<file path="src/rtl/enemy_pkg.sv">
// Shared types and screen limits for the chasing enemy.
// Coordinates are 9-bit top-left positions.
package enemy_pkg;

   typedef enum logic [2:0] {
      ST_CHASE    = 3'd0,
      ST_KNOCK    = 3'd1,
      ST_STUN     = 3'd2,
      ST_COOLDOWN = 3'd3,
      ST_DEAD     = 3'd4
   } state_t;

   typedef enum logic [1:0] {
      DIR_DOWN  = 2'd0,
      DIR_LEFT  = 2'd1,
      DIR_UP    = 2'd2,
      DIR_RIGHT = 2'd3
   } dir_t;

   localparam int SCREEN_X_MIN  = 0;
   localparam int SCREEN_X_LAST = 319;
   localparam int SCREEN_Y_MIN  = 52;
   localparam int SCREEN_Y_LAST = 205;
   localparam int CNT_W         = 8;

   // DOWN<->UP and LEFT<->RIGHT differ only in bit 1
   function automatic dir_t opposite_dir(input dir_t d);
      return dir_t'(d ^ 2'b10);
   endfunction

   function automatic logic [8:0] clamp_coord(input logic signed [10:0] v,
                                              input logic signed [10:0] lo,
                                              input logic signed [10:0] hi);
      if (v < lo)
         return lo[8:0];
      else if (v > hi)
         return hi[8:0];
      else
         return v[8:0];
   endfunction

endpackage

</file>
<file path="src/rtl/enemy_move_clamp.sv">
// Moves a position by delta in one direction and saturates both axes to the
// play area; signed 11-bit math so underflow never wraps.
module enemy_move_clamp
   import enemy_pkg::*;
#(
   parameter int X_MIN = 0,
   parameter int X_MAX = 293,
   parameter int Y_MIN = 52,
   parameter int Y_MAX = 179
) (
   input  logic [8:0] pos_x,
   input  logic [8:0] pos_y,
   input  logic [8:0] delta,
   input  dir_t       dir,
   output logic [8:0] next_x,
   output logic [8:0] next_y
);

   logic signed [10:0] sum_x;
   logic signed [10:0] sum_y;
   logic signed [10:0] d;

   always_comb begin
      d     = signed'({2'b00, delta});
      sum_x = signed'({2'b00, pos_x});
      sum_y = signed'({2'b00, pos_y});
      case (dir)
         DIR_DOWN: sum_y = sum_y + d;
         DIR_UP:   sum_y = sum_y - d;
         DIR_LEFT: sum_x = sum_x - d;
         default:  sum_x = sum_x + d;
      endcase
      next_x = clamp_coord(sum_x, 11'(X_MIN), 11'(X_MAX));
      next_y = clamp_coord(sum_y, 11'(Y_MIN), 11'(Y_MAX));
   end

endmodule

</file>
<file path="src/rtl/enemy_chaser.sv">
// Enemy that walks toward the player, attacks on contact with a cooldown,
// takes knockback and stun on hits, and dies/respawns.
module enemy_chaser
   import enemy_pkg::*;
#(
   parameter int START_X         = 35,
   parameter int START_Y         = 27,
   parameter int OBJ_W           = 26,
   parameter int OBJ_H           = 26,
   parameter int PLAYER_W        = 18,
   parameter int PLAYER_H        = 20,
   parameter int STEP            = 1,
   parameter int KNOCKBACK       = 3,
   parameter int STUN_FRAMES     = 6,
   parameter int MAX_HP          = 8,
   parameter int COOLDOWN_FRAMES = 30,
   parameter int ATTACK_DIST     = 3
) (
   input  logic       game_frame_clk_rising_edge,
   input  logic       Reset,
   input  logic       freeze,
   input  logic       spawn,
   input  logic       hit,
   input  logic [3:0] damage,
   input  logic [8:0] player_x,
   input  logic [8:0] player_y,
   output logic [8:0] pos_x,
   output logic [8:0] pos_y,
   output logic [1:0] dir,
   output logic [2:0] state,
   output logic [3:0] hp,
   output logic       alive,
   output logic       attack,
   output logic [1:0] anim
);

   logic [8:0]       pos_x_reg, pos_x_next;
   logic [8:0]       pos_y_reg, pos_y_next;
   dir_t             dir_reg, dir_next;
   state_t           state_reg, state_next;
   logic [3:0]       hp_reg, hp_next;
   logic             attack_reg, attack_next;
   logic [1:0]       anim_reg, anim_next;
   logic [CNT_W-1:0] cnt_reg, cnt_next;

   logic [9:0] ex, ey, px, py;
   logic       move_right, move_left, move_down, move_up;
   logic       want_move, in_reach;
   dir_t       chase_dir;
   logic [3:0] hp_after_hit;
   logic [8:0] step_x, step_y, knock_x, knock_y;

   always_comb begin
      ex = {1'b0, pos_x_reg};
      ey = {1'b0, pos_y_reg};
      px = {1'b0, player_x};
      py = {1'b0, player_y};
      move_right = (ex + 10'(OBJ_W)) < px;
      move_left  = ex > (px + 10'(PLAYER_W));
      move_down  = (ey + 10'(OBJ_H)) < py;
      move_up    = ey > (py + 10'(PLAYER_H));
      want_move  = move_right | move_left | move_down | move_up;
      in_reach   = (ex <= px + 10'(PLAYER_W + ATTACK_DIST)) &&
                   (ex + 10'(OBJ_W + ATTACK_DIST) >= px) &&
                   (ey <= py + 10'(PLAYER_H + ATTACK_DIST)) &&
                   (ey + 10'(OBJ_H + ATTACK_DIST) >= py);
      if (move_right)
         chase_dir = DIR_RIGHT;
      else if (move_left)
         chase_dir = DIR_LEFT;
      else if (move_down)
         chase_dir = DIR_DOWN;
      else
         chase_dir = DIR_UP;
      hp_after_hit = (damage >= hp_reg) ? 4'd0 : hp_reg - damage;
   end

   enemy_move_clamp #(
      .X_MIN(SCREEN_X_MIN), .X_MAX(SCREEN_X_LAST - OBJ_W),
      .Y_MIN(SCREEN_Y_MIN), .Y_MAX(SCREEN_Y_LAST - OBJ_H)
   ) u_step_clamp (
      .pos_x(pos_x_reg), .pos_y(pos_y_reg), .delta(9'(STEP)), .dir(chase_dir),
      .next_x(step_x), .next_y(step_y)
   );

   enemy_move_clamp #(
      .X_MIN(SCREEN_X_MIN), .X_MAX(SCREEN_X_LAST - OBJ_W),
      .Y_MIN(SCREEN_Y_MIN), .Y_MAX(SCREEN_Y_LAST - OBJ_H)
   ) u_knock_clamp (
      .pos_x(pos_x_reg), .pos_y(pos_y_reg), .delta(9'(KNOCKBACK)),
      .dir(opposite_dir(dir_reg)),
      .next_x(knock_x), .next_y(knock_y)
   );

   // Any frame without a chase step leaves anim at 0
   always_comb begin
      pos_x_next  = pos_x_reg;
      pos_y_next  = pos_y_reg;
      dir_next    = dir_reg;
      state_next  = state_reg;
      hp_next     = hp_reg;
      attack_next = 1'b0;
      anim_next   = 2'd0;
      cnt_next    = cnt_reg;

      if (hit && state_reg != ST_DEAD) begin
         hp_next    = hp_after_hit;
         cnt_next   = '0;
         state_next = (hp_after_hit == 4'd0) ? ST_DEAD : ST_KNOCK;
      end else begin
         case (state_reg)
            ST_CHASE, ST_COOLDOWN: begin
               if (state_reg == ST_CHASE && in_reach) begin
                  attack_next = 1'b1;
                  state_next  = ST_COOLDOWN;
                  cnt_next    = '0;
               end else begin
                  if (want_move) begin
                     pos_x_next = step_x;
                     pos_y_next = step_y;
                     dir_next   = chase_dir;
                     anim_next  = (chase_dir != dir_reg) ? 2'd1 : anim_reg + 2'd1;
                  end
                  if (state_reg == ST_COOLDOWN) begin
                     if (cnt_reg == CNT_W'(COOLDOWN_FRAMES - 1)) begin
                        state_next = ST_CHASE;
                        cnt_next   = '0;
                     end else begin
                        cnt_next = cnt_reg + 1'b1;
                     end
                  end
               end
            end
            ST_KNOCK: begin
               pos_x_next = knock_x;
               pos_y_next = knock_y;
               state_next = ST_STUN;
               cnt_next   = '0;
            end
            ST_STUN: begin
               if (cnt_reg == CNT_W'(STUN_FRAMES - 1)) begin
                  state_next = ST_CHASE;
                  cnt_next   = '0;
               end else begin
                  cnt_next = cnt_reg + 1'b1;
               end
            end
            default: begin
               if (spawn) begin
                  pos_x_next = 9'(START_X);
                  pos_y_next = 9'(START_Y);
                  hp_next    = 4'(MAX_HP);
                  dir_next   = DIR_DOWN;
                  state_next = ST_CHASE;
                  cnt_next   = '0;
               end
            end
         endcase
      end
   end

   always_ff @(posedge game_frame_clk_rising_edge) begin
      if (Reset) begin
         pos_x_reg  <= 9'(START_X);
         pos_y_reg  <= 9'(START_Y);
         dir_reg    <= DIR_DOWN;
         state_reg  <= ST_CHASE;
         hp_reg     <= 4'(MAX_HP);
         attack_reg <= 1'b0;
         anim_reg   <= 2'd0;
         cnt_reg    <= '0;
      end else if (freeze) begin
         attack_reg <= 1'b0;
      end else begin
         pos_x_reg  <= pos_x_next;
         pos_y_reg  <= pos_y_next;
         dir_reg    <= dir_next;
         state_reg  <= state_next;
         hp_reg     <= hp_next;
         attack_reg <= attack_next;
         anim_reg   <= anim_next;
         cnt_reg    <= cnt_next;
      end
   end

   assign pos_x  = pos_x_reg;
   assign pos_y  = pos_y_reg;
   assign dir    = dir_reg;
   assign state  = state_reg;
   assign hp     = hp_reg;
   assign alive  = (state_reg != ST_DEAD);
   assign attack = attack_reg & ~freeze;
   assign anim   = anim_reg;

endmodule

</file>
<file path="config.mk">
export PLATFORM = sky130hd
export DESIGN_NAME = enemy_chaser
export DESIGN_NICKNAME = d
export VERILOG_FILES = /design/src/rtl/enemy_pkg.sv /design/src/rtl/enemy_move_clamp.sv /design/src/rtl/enemy_chaser.sv
export SDC_FILE = /design/constraint.sdc
export NUM_CORES = 1
export LEC_CHECK = 0
export BUFFER_PORTS_ARGS = -buffer_cell sky130_fd_sc_hd__buf_2
export CAP_MARGIN = 20
export CORE_UTILIZATION = 48
export DETAILED_ROUTE_END_ITERATION = 6
export GPL_TIMING_DRIVEN = 0
export HOLD_SLACK_MARGIN = 0.08
export PLACE_DENSITY_LB_ADDON = 0.15
export SYNTH_ARGS = -nofsm -noshare
export SYNTH_HDL_FRONTEND = slang
export SYNTH_SLANG_ARGS = --single-unit
</file>
<file path="constraint.sdc">
create_clock -name game_frame_clk_rising_edge -period 11.95 [get_ports game_frame_clk_rising_edge]
set_clock_uncertainty 0.2 [all_clocks]
set_input_delay 2.39 -clock game_frame_clk_rising_edge [delete_from_list [all_inputs] [get_ports game_frame_clk_rising_edge]]
set_output_delay 2.39 -clock game_frame_clk_rising_edge [all_outputs]
set_load 0.01 [all_outputs]
</file>
==> reports/summary.txt <==
FLOORPLANNING
---------------------------------------------------------------------------
Die outline area                                                 14600 um^2
Number of placement rows                                                 43
I/O pins                                                                 58
Die Span Y                                                           121 um
Horizontal extent of the die                                         121 um
Area inside the core boundary                                    13800 um^2
Initial cell density of the core                                      48.9%

ROUTE
---------------------------------------------------------------------------
Residual antenna-violating net count after detailed routing               0
Detailed Routing Iterations Pass 1                                        5
Ratio of routed vias to standard cells                                 6.28
DRC errors left                                                           0
DR iter-0 viols                                                         840
Aggregate routed wire length                                       21400 um
Final routed wire length divided by cell count                      18.6 um
DR vias                                                                7227

TIMING
---------------------------------------------------------------------------
Slew Viols, Final                                                         0
Worst slew margin relative to its limit                               51.6%
Minimum clock period                                                6.89 ns
Sum Neg Setup Slack                                                    0 ns
Fin crit share                                                        57.6%
Worst-margin pin slew                                              0.720 ns
RSZ-0062 raised after global routing                                  false
Crit path setup slack, layout                                       5.06 ns
Final setup violating endpoints                                           0
Final Hold Fails                                                          0
Max frequency                                                       145 MHz

PLACED DESIGN
---------------------------------------------------------------------------
PortBufs                                                                 56
Post-Place Setup Slack                                              4.88 ns
Final Wtd Congestion                                                  0.929
Sum of net half-perimeters after detailed placement                16600 um

SYNTH
---------------------------------------------------------------------------
Most area-consuming cells after synthesis                      ha_1, dfxtp_1, xnor2_1, nor2_1, nand2_1
Post-Synthesis Cells                                                    906
Share of Yosys cell area claimed by the top area cell type            17.7%
Yosys Warn Count                                                          0
Cell variety after synth                                                 93
Proportion of synthesized chip area in sequential cells               11.2%
EDFF count, synth                                                         0
Post-synthesis register bit count                                        38
Mapped Nets                                                            1030
Synth async-reset ratio                                                  0%
Most numerous cell in the Yosys netlist                                ha_1
Cell type with the highest aggregate area in the netlist               ha_1
Most used standard cells in the synthesized netlist            ha_1, nor2_1, xnor2_1
Syn_area_per_cell                                                 7.47 um^2
Main synth FF type                                                  dfxtp_1
Syn Std Cell Area                                                 6770 um^2

CTS
---------------------------------------------------------------------------
Clock tree from TritonCTS                                               yes
Worst-skew pair later-pin latency                                   0.30 ns
Clock transition at the registers of the reported paths             0.07 ns
Setup repair bufs after CTS                                               0
Largest buffer count on any clock path                                    2
Number of resized instances in the post-cts repair step                   0
CTS Buf Count                                                             5
Clock net sink count                                                     38
Post-cts hold buffer count                                                0
Clock root buffer                                                 clkbuf_16
Deepest level of the CTS H-tree                                           2

GLOBAL ROUTING
---------------------------------------------------------------------------
Grt total ovfl                                                            0
Maximum number of pins on one net before global-route repair             14
Global-route wire length before repair                             34600 um
Tot GR Track Use                                                      29.9%
Vias in the first global route                                         6636
Initial antenna violation count                                           0

JOB
---------------------------------------------------------------------------
Number of max-cap violations                                              0

SETUP PATH
---------------------------------------------------------------------------
Start-to-end type of the worst setup path                      input port to flop
Startpoint kind of the worst setup timing path                   input port
CP required                                                        11.91 ns
Category of the worst setup path capture point                         flop
Signal arrival time at the worst endpoint                           6.85 ns
CP Max Fanout                                                            10

FINISH
---------------------------------------------------------------------------
Final-layout fill cell count                                           1353
Final-stage net count                                                  1093
Register area                                                      761 um^2
Total area of multi-input combinational cells                     5650 um^2
Number of antenna diodes                                                  0
Proportion of layout cells with a drive suffix above 1                11.3%
Layout area overhead                                                  10.3%

MIN PATH
---------------------------------------------------------------------------
Worst min path class                                           flop to flop

RUN STATUS
---------------------------------------------------------------------------
Result of the run                                                 completed

POWER AND IR DROP
---------------------------------------------------------------------------
Pwr dens                                                        122 nW/um^2
IR Drop Worst-Case VDD                                            0.0711 mV
Leakage power figure                                                3.11 nW

-- cell usage in the layout (no fill, tap or decap), types with 6 or more instances in the layout --
cell and instances:
xnor2_1 71, or2_2 6, xor2_1 13, a21oi_1 52, nor3_1 37, and3_1 7
or4_1 6, nand3_1 29, clkbuf_1 24, a211o_1 6, or3_1 14, a31oi_1 11
inv_1 47, mux2i_1 9, nand4_1 17, o21a_1 13, buf_2 65, a21o_1 15
dfxtp_1 38, a211oi_1 12, nand2_1 70, nand2b_1 9, nor2_1 78, ha_1 96
o21ai_0 48, o31ai_1 11, nor4_1 11, nor2b_1 7, o211ai_1 6
-- final cells by class --
type,count,area share (%)
Timing Repair Buffer,56,3.75
Sequential cell,38,10.2
Clock buffer,5,1.68
Multi-Input combinational cell,781,75.6
Tap cell,180,3.02
Inverter,48,2.41
Clock inverter,3,0.922
Buffer,39,2.41
-- layer usage --
layer	global-route usage, %	routed length, um
met5	0	0
met3	2.92	1380
met2	47.1	9340
met4	14.7	1020
met1	40.5	9700
-- where the power goes --
group | internal (mW) | total [mW] | switching (mW)
registers | 0.138 | 0.166 | 0.0280
clock network | 0.120 | 0.183 | 0.0627
logic | 0.220 | 0.560 | 0.340
-- logic make-up after synthesis --
kind of cell    after synthesis  synth area share (%)
simple gates                322                  24.2
compound gates              264                  28.0
fa+ha+maj                    98                  18.2
buf+inv                      87                  5.32
xor+xnor                     85                  11.1
flops                        38                  11.2
mux                          12                  1.89
-- final timing paths --
check	startpoint	end	slack (ns)	cells after the start
min	cnt_reg[7]	cnt_reg[7]	0.29	2
max reg2reg	pos_x[2]	pos_x[4]	6.35	16
max	player_x[3]	pos_x[4]	5.06	17
min reg2reg	cnt_reg[7]	cnt_reg[7]	0.29	2
-- critical path: stages --
cell and delay (ns):
buf_2 0.13, inv_1 0.11, nor3_1 0.35, o21ai_0 0.22, nor2_1 0.15, xnor2_1 0.08
ha_1 0.29, nand3_1 0.13, or2_1 0.30, o32a_1 0.38, a22oi_2 0.57, nand4_1 0.24
o311ai_0 0.25, or2_2 0.28, clkbuf_1 0.46, a211oi_1 0.09, a211oi_1 0.42
-- metrics by stage --
step	hold WS [ns]	area [um^2]	power, mW	cells	util, %
6_report	0.288	7470	0.908	1150	54.0
5_1_grt	0.312	7470	0.970	1150	54.0
4_1_cts	0.288	7470	0.896	1150	54.0
3_5_place_dp	0.279	7270	0.711	1142	52.6
3_3_place_gp	0.271	7270	0.710	1142	52.6
2_1_floorplan	0.252	6770	0.567	906	-
Note: power is estimated with default switching activity, not from simulation.
